`config.mk`:
```
export PLATFORM = sky130hd
export DESIGN_NAME = ram_port_ctrl
export DESIGN_NICKNAME = d
export VERILOG_FILES = /design/src/rtl/ram_port_pkg.sv /design/src/rtl/ram_lane_unit.sv /design/src/rtl/ram_port_ctrl.sv
export SDC_FILE = /design/constraint.sdc
export NUM_CORES = 1
export LEC_CHECK = 0
export CORE_UTILIZATION = 49
export CTS_CLUSTER_SIZE = 12
export DETAILED_ROUTE_END_ITERATION = 6
export MAX_ROUTING_LAYER = met4
export PLACE_DENSITY = 0.8
export SLEW_MARGIN = 40
export SYNTH_ARGS = -nofsm -noshare
export SYNTH_HDL_FRONTEND = slang
export SYNTH_SLANG_ARGS = --single-unit
```
`constraint.sdc`:
```
create_clock -name i_clk -period 3 [get_ports i_clk]
set_input_delay 0.75 -clock i_clk [delete_from_list [all_inputs] [get_ports i_clk]]
set_output_delay 0.75 -clock i_clk [all_outputs]
set_load 0.02 [all_outputs]
```
`src/rtl/ram_port_pkg.sv`:
```
// ram_port_pkg: shared types and helpers for the RAM port controller.
//   size_e   - request size encoding (byte / halfword / word / reserved)
//   state_e  - controller sequencing states
//   is_misaligned() - flags reserved sizes and addresses not aligned to the size
package ram_port_pkg;

    localparam int unsigned WORD_W = 32;
    localparam int unsigned LANE_W = 2;

    typedef enum logic [1:0] {
        SZ_BYTE = 2'b00,
        SZ_HALF = 2'b01,
        SZ_WORD = 2'b10,
        SZ_RSVD = 2'b11
    } size_e;

    typedef enum logic [2:0] {
        IDLE = 3'd0,
        RD   = 3'd1,
        CAP  = 3'd2,
        WR   = 3'd3,
        RESP = 3'd4
    } state_e;

    // A request errors out if its size is reserved or its byte offset is not size-aligned.
    function automatic logic is_misaligned(input size_e size, input logic [LANE_W-1:0] lane);
        logic bad;
        bad = 1'b0;
        case (size)
            SZ_BYTE: bad = 1'b0;
            SZ_HALF: bad = lane[0];
            SZ_WORD: bad = (lane != 2'b00);
            default: bad = 1'b1;
        endcase
        return bad;
    endfunction

endpackage

```
`src/rtl/ram_lane_unit.sv`:
```
// ram_lane_unit: combinational byte-lane logic for little-endian sub-word access.
//   i_rdata        - word read from the RAM
//   i_wdata        - store data, right-justified
//   i_size         - access size
//   i_lane         - byte offset within the word
//   i_signed       - sign-extend loads when set
//   o_load_val     - selected lane, extended to a full word
//   o_merged_word  - i_rdata with the selected lane replaced by i_wdata's low bits
module ram_lane_unit
    import ram_port_pkg::*;
(
    input  logic [WORD_W-1:0] i_rdata,
    input  logic [WORD_W-1:0] i_wdata,
    input  size_e             i_size,
    input  logic [LANE_W-1:0] i_lane,
    input  logic              i_signed,
    output logic [WORD_W-1:0] o_load_val,
    output logic [WORD_W-1:0] o_merged_word
);

    logic [7:0]  w_byte;
    logic [15:0] w_half;

    // Lane extraction and merge.
    always_comb begin
        w_byte        = 8'(i_rdata >> {i_lane, 3'b000});
        w_half        = i_lane[1] ? i_rdata[31:16] : i_rdata[15:0];
        o_load_val    = i_rdata;
        o_merged_word = i_wdata;
        case (i_size)
            SZ_BYTE: begin
                o_load_val    = {{24{i_signed & w_byte[7]}}, w_byte};
                o_merged_word = i_rdata;
                case (i_lane)
                    2'd0: o_merged_word[7:0]   = i_wdata[7:0];
                    2'd1: o_merged_word[15:8]  = i_wdata[7:0];
                    2'd2: o_merged_word[23:16] = i_wdata[7:0];
                    2'd3: o_merged_word[31:24] = i_wdata[7:0];
                endcase
            end
            SZ_HALF: begin
                o_load_val    = {{16{i_signed & w_half[15]}}, w_half};
                o_merged_word = i_rdata;
                if (i_lane[1]) begin
                    o_merged_word[31:16] = i_wdata[15:0];
                end else begin
                    o_merged_word[15:0]  = i_wdata[15:0];
                end
            end
            default: begin
            end
        endcase
    end

endmodule

```
`src/rtl/ram_port_ctrl.sv`:
```
// ram_port_ctrl: initiator-side controller for the single-port data RAM.
//   i_clk, i_rst                 - clock, synchronous active-high reset
//   i_req_* / o_req_ready        - load/store request channel (valid/ready)
//   o_rsp_valid/err/rdata        - one-cycle completion pulse with load data
//   o_ram_ena, o_wena, o_addr,
//   o_data_in, i_data_out        - RAM pins (read data valid the cycle after a read)
// Sub-word stores are done as read-modify-write. RAM pins and response outputs are
// decoded from the registered state and latched fields, and forced low during reset.
module ram_port_ctrl
    import ram_port_pkg::*;
#(
    parameter int unsigned ADDR_W = 5,
    parameter int unsigned DATA_W = 32
) (
    input  logic              i_clk,
    input  logic              i_rst,
    input  logic              i_req_valid,
    output logic              o_req_ready,
    input  logic              i_req_we,
    input  logic [1:0]        i_req_size,
    input  logic              i_req_signed,
    input  logic [ADDR_W+1:0] i_req_addr,
    input  logic [DATA_W-1:0] i_req_wdata,
    output logic              o_rsp_valid,
    output logic              o_rsp_err,
    output logic [DATA_W-1:0] o_rsp_rdata,
    output logic              o_ram_ena,
    output logic              o_wena,
    output logic [ADDR_W-1:0] o_addr,
    output logic [DATA_W-1:0] o_data_in,
    input  logic [DATA_W-1:0] i_data_out
);

    state_e              r_state;
    logic                r_we;
    size_e               r_size;
    logic                r_signed;
    logic [LANE_W-1:0]   r_lane;
    logic [ADDR_W-1:0]   r_waddr;
    logic [DATA_W-1:0]   r_wdata;
    logic [DATA_W-1:0]   r_word;
    logic [DATA_W-1:0]   r_rdata;
    logic                r_err;

    logic [DATA_W-1:0]   w_load_val;
    logic [DATA_W-1:0]   w_merged_word;
    size_e               w_req_size;
    logic [LANE_W-1:0]   w_req_lane;
    logic                w_active;

    assign w_req_size = size_e'(i_req_size);
    assign w_req_lane = i_req_addr[1:0];
    assign w_active   = ~i_rst;

    // Lane logic sees live RAM read data; its outputs are only consumed in CAP.
    ram_lane_unit u_lane (
        .i_rdata       (i_data_out),
        .i_wdata       (r_wdata),
        .i_size        (r_size),
        .i_lane        (r_lane),
        .i_signed      (r_signed),
        .o_load_val    (w_load_val),
        .o_merged_word (w_merged_word)
    );

    // Sequencer: latches the request at acceptance and walks RD/CAP/WR/RESP.
    always_ff @(posedge i_clk) begin
        if (i_rst) begin
            r_state  <= IDLE;
            r_we     <= 1'b0;
            r_size   <= SZ_BYTE;
            r_signed <= 1'b0;
            r_lane   <= '0;
            r_waddr  <= '0;
            r_wdata  <= '0;
            r_word   <= '0;
            r_rdata  <= '0;
            r_err    <= 1'b0;
        end else begin
            case (r_state)
                IDLE: begin
                    if (i_req_valid) begin
                        r_we     <= i_req_we;
                        r_size   <= w_req_size;
                        r_signed <= i_req_signed;
                        r_lane   <= w_req_lane;
                        r_waddr  <= i_req_addr[ADDR_W+1:2];
                        r_wdata  <= i_req_wdata;
                        r_word   <= i_req_wdata;
                        r_rdata  <= '0;
                        if (is_misaligned(w_req_size, w_req_lane)) begin
                            r_err   <= 1'b1;
                            r_state <= RESP;
                        end else if (i_req_we && (w_req_size == SZ_WORD)) begin
                            r_err   <= 1'b0;
                            r_state <= WR;
                        end else begin
                            r_err   <= 1'b0;
                            r_state <= RD;
                        end
                    end
                end
                RD: begin
                    r_state <= CAP;
                end
                CAP: begin
                    // Stores keep the merged word for WR; loads keep the extracted value.
                    if (r_we) begin
                        r_word  <= w_merged_word;
                        r_state <= WR;
                    end else begin
                        r_rdata <= w_load_val;
                        r_state <= RESP;
                    end
                end
                WR: begin
                    r_state <= RESP;
                end
                RESP: begin
                    r_state <= IDLE;
                end
                default: begin
                    r_state <= IDLE;
                end
            endcase
        end
    end

    // Reset gating here also suppresses a WR that coincides with reset.
    assign o_req_ready = w_active && (r_state == IDLE);
    assign o_ram_ena   = w_active && ((r_state == RD) || (r_state == WR));
    assign o_wena      = w_active && (r_state == WR);
    assign o_addr      = (w_active && (r_state != IDLE)) ? r_waddr : '0;
    assign o_data_in   = o_wena ? r_word : '0;

    assign o_rsp_valid = w_active && (r_state == RESP);
    assign o_rsp_err   = o_rsp_valid && r_err;
    assign o_rsp_rdata = o_rsp_valid ? r_rdata : '0;

endmodule

```
==> summary.md <==
| Metric | Value |
|---|---|
| Actual slew at the worst max-slew pin | 0.815 ns |
| Average cell area after synthesis | 8.23 um^2 |
| Fill cell total of the finished layout | ~1000 |
| Via count | 6020 |
| Library cell occupying the most area in the post-synthesis netlist | sky130_fd_sc_hd__dfxtp_1 |
| Leading register cell type out of synthesis | sky130_fd_sc_hd__dfxtp_1 |
| Aggregate global-route resource usage | 0.318 |
| Critical Path Fanout Max | 17 |
| WL/cell | a little under 20 um |
| Reported leakage power | 3.13 nW |
| Diodes inserted | 0 |
| Vertical die dimension | 113 um |
| Synth Cell Area | 0.00600 mm^2 |
| Post-route standard cell area excluding fillers | 0.00797 mm^2 |
| Required time of the critical path | 2.25 ns |
| Ratio of cells with drive above 1 in the final layout | 0.0855 |
| Distinct cell type count after synthesis | 50 |
| Worst rel slew slack | 0.457 |
| First-iteration detailed-routing DRC count | about 450 |
| Via density per instance | approximately 6.0 |
| Portion of synthesized cell area occupied by the leading cell type | 0.370 |
| Seq/Total Area, Yosys | 0.370 |
| Die outline width | about 110 um |
| Most frequent cells after synthesis | sky130_fd_sc_hd__nand2_1 (123), sky130_fd_sc_hd__dfxtp_1 (111), sky130_fd_sc_hd__and2_1 (71) |
| Pin count of the biggest net entering global routing | 86 |
| Number of nets in the final layout | between 900 and 1000 |
| Count of state elements after synthesis | 111 |
| Source-to-sink clock delay at the later pin of the worst-skew pair | 0.36 ns |
| Peak supply drop | between 0.0003 and 0.0004 V |
| TritonCTS clock tree | built |
| Initial antenna violation count | 0 |
| Cell area reported after detailed placement | approximately 0.0076 mm^2 |
| Highest attainable clock frequency | 0.339 GHz |
| Final hold violation count | 0 |
| Std-Cell Rows | 40 |
| Number of remaining DRC errors | 0 |
| Area of the die | about 0.013 mm^2 |
| Area delta synth->final | 32.9% |
| Max Transition Viols Final | 0 |
| Final Cycle Share | 0.982 |
| Initial DRT Pass Iterations | 5 |
| Clock tree root driver cell | sky130_fd_sc_hd__clkbuf_16 |
| Total number of H-tree levels | 3 |
| # IOs | about 150 |
| Vias in the first global route | approximately 5600 |
| Number of nets produced by synthesis | about 800 |
| Post-placement setup slack | just under 0.04 ns |
| Element type at the critical path end | output port |
| Run status | finished, final reports clean |
| Share of async-settable or async-resettable flops after synthesis | 0 |
| Clock-pin slew on the worst setup and hold paths | ~0.07 ns |
| Post-synthesis cell count | between 700 and 800 |
| Global-route wire length before repair | ~30000 um |
| Number of synthesized flops with an enable pin | 0 |
| Global placement routability congestion | 0.865 |
| Detailed Place HPWL | 14200 um |
| Number of CTS-inserted buffers | 9 |
| Worst EP arrival | 2.20 ns |
| Hold slack final | ~0.46 ns |
| Area of the core | 0.0120 mm^2 |
| Largest buffer count on any clock path | 2 |
| Synth top area cells | sky130_fd_sc_hd__dfxtp_1 (37%), sky130_fd_sc_hd__nand2_1 (7.7%), sky130_fd_sc_hd__and2_1 (7.4%) |
| PwrDens | around 450 mW/mm^2 |
| Total of warnings raised by yosys | 0 |
| Worst min path class | register to register |
| Wirelength, routed | around 20000 um |
| Max_cap viols | 0 |
| Initial Utilization | 0.501 |
| Setup skew after layout | roughly 0.0048 ns |
| Most numerous cell in the Yosys netlist | sky130_fd_sc_hd__nand2_1 |
| # port buffers | about 150 |
| Shortest period the worst path allows | between 2 and 3 ns |
| Sink count of the clock tree | approximately 110 |
| Setup Total Neg Slack | 0 ns |
| Total overflow reported by the global router | 0 |
| Number of nets still failing antenna checks after routing | 0 |
| Total of endpoints with negative setup slack in the final report | 0 |
| Final WS setup | ~0.053 ns |
| Critical path start-end classification | primary input to output port |
| CP startpoint kind | primary input |
| Final Total Pwr | about 3.6 mW |
## cell usage in the layout, fill, tap and decap left out, types with 9 or more instances in the layout
cell type                           n
sky130_fd_sc_hd__buf_4             22
sky130_fd_sc_hd__nor4_1            14
sky130_fd_sc_hd__a221o_1           24
sky130_fd_sc_hd__mux2i_1           25
sky130_fd_sc_hd__mux2_2            11
sky130_fd_sc_hd__a311oi_1          16
sky130_fd_sc_hd__nand2_1          123
sky130_fd_sc_hd__nor3_1            19
sky130_fd_sc_hd__clkdlybuf4s50_1  138
sky130_fd_sc_hd__and2_1            71
sky130_fd_sc_hd__dfxtp_1          110
sky130_fd_sc_hd__a21oi_1           55
sky130_fd_sc_hd__o21ai_0           25
sky130_fd_sc_hd__dlymetal6s2s_1    12
sky130_fd_sc_hd__nor2_1            23
sky130_fd_sc_hd__clkbuf_16          9
sky130_fd_sc_hd__nand2b_1          28
## layer usage
layer | global-route usage | wire length [um] | up-vias
met3 | 0.0405 | 1390 | 35
met1 | 0.421 | 8870 | 2860
met2 | 0.492 | 8950 | 272
met4 | 0.124 | 498 | 0
met5 | - | 0 | -
li1 | - | - | 2853
## kinds of logic (layout without fill, tap and decap cells)
family | Yosys count | count (layout) | share of synthesized area
flops | 111 | 111 | 0.370
buf+inv | 73 | 198 | 0.0557
mux | 39 | 39 | 0.0711
simple gates | 320 | 320 | 0.279
compound gates | 186 | 186 | 0.224
## layout make-up
cell class / count / area (um^2) / area share
Clock buffer: 13 / 250 / 0.0314
Clock inverter: 3 / 42.5 / 0.00534
Inverter: 4 / 15.0 / 0.00188
Multi-Input combinational cell: 545 / 3480 / 0.436
Sequential cell: 111 / 2220 / 0.279
Tap cell: 147 / 184 / 0.0231
Timing Repair Buffer: 178 / 1780 / 0.223
## path summary, 6_finish.rpt
| path | startpoint | end | slack (ns) | cells after the start |
|---|---|---|---|---|
| worst max register to register | r_lane[0] | r_word[1] | 0.52 | 4 |
| worst min-delay path | r_wdata[26] | r_wdata[26] | 0.46 | 2 |
| worst max-delay path | i_rst | o_rsp_rdata[28] | 0.05 | 6 |
| worst min register to register | r_wdata[26] | r_wdata[26] | 0.46 | 2 |
## worst max-delay path, stage by stage
cell and delay [ns]:
sky130_fd_sc_hd__buf_2 0.13, sky130_fd_sc_hd__nor4b_4 0.25, sky130_fd_sc_hd__buf_4 0.19, sky130_fd_sc_hd__buf_6 0.15
sky130_fd_sc_hd__and2_1 0.13, sky130_fd_sc_hd__clkdlybuf4s50_1 0.59
## registers in the layout (all words and copies together) (netlist names)
signal    cells
r_signed      1
r_wdata      32
r_err         1
r_word       32
r_we          1
r_lane        2
r_waddr       5
r_size        2
r_rdata      32
r_state       3
## power breakdown
group / internal, mW / switching [mW] / total (mW)
logic: 0.312 / 0.400 / 0.712
clock network: 0.671 / 0.553 / 1.22
registers: 1.57 / 0.0815 / 1.65
## per-stage QoR
step | cells | utilization
finish | 1001 | 0.666
global route | 1001 | 0.666
CTS | 999 | 0.660
detailed placement | 983 | 0.636
global placement | 983 | 0.636
floorplan | 729 | -
## repair_timing
| item | in CTS | in global routing |
|---|---|---|
| resized for setup | 0 | 19 |
| endpoints found under the setup margin | 0 | 35 |
| buffers inserted | 0 | 1 |
| endpoints found under the hold margin | 0 | 0 |
| hold buffers | 0 | 0 |
No activity file was read; power rests on OpenSTA's default activity.
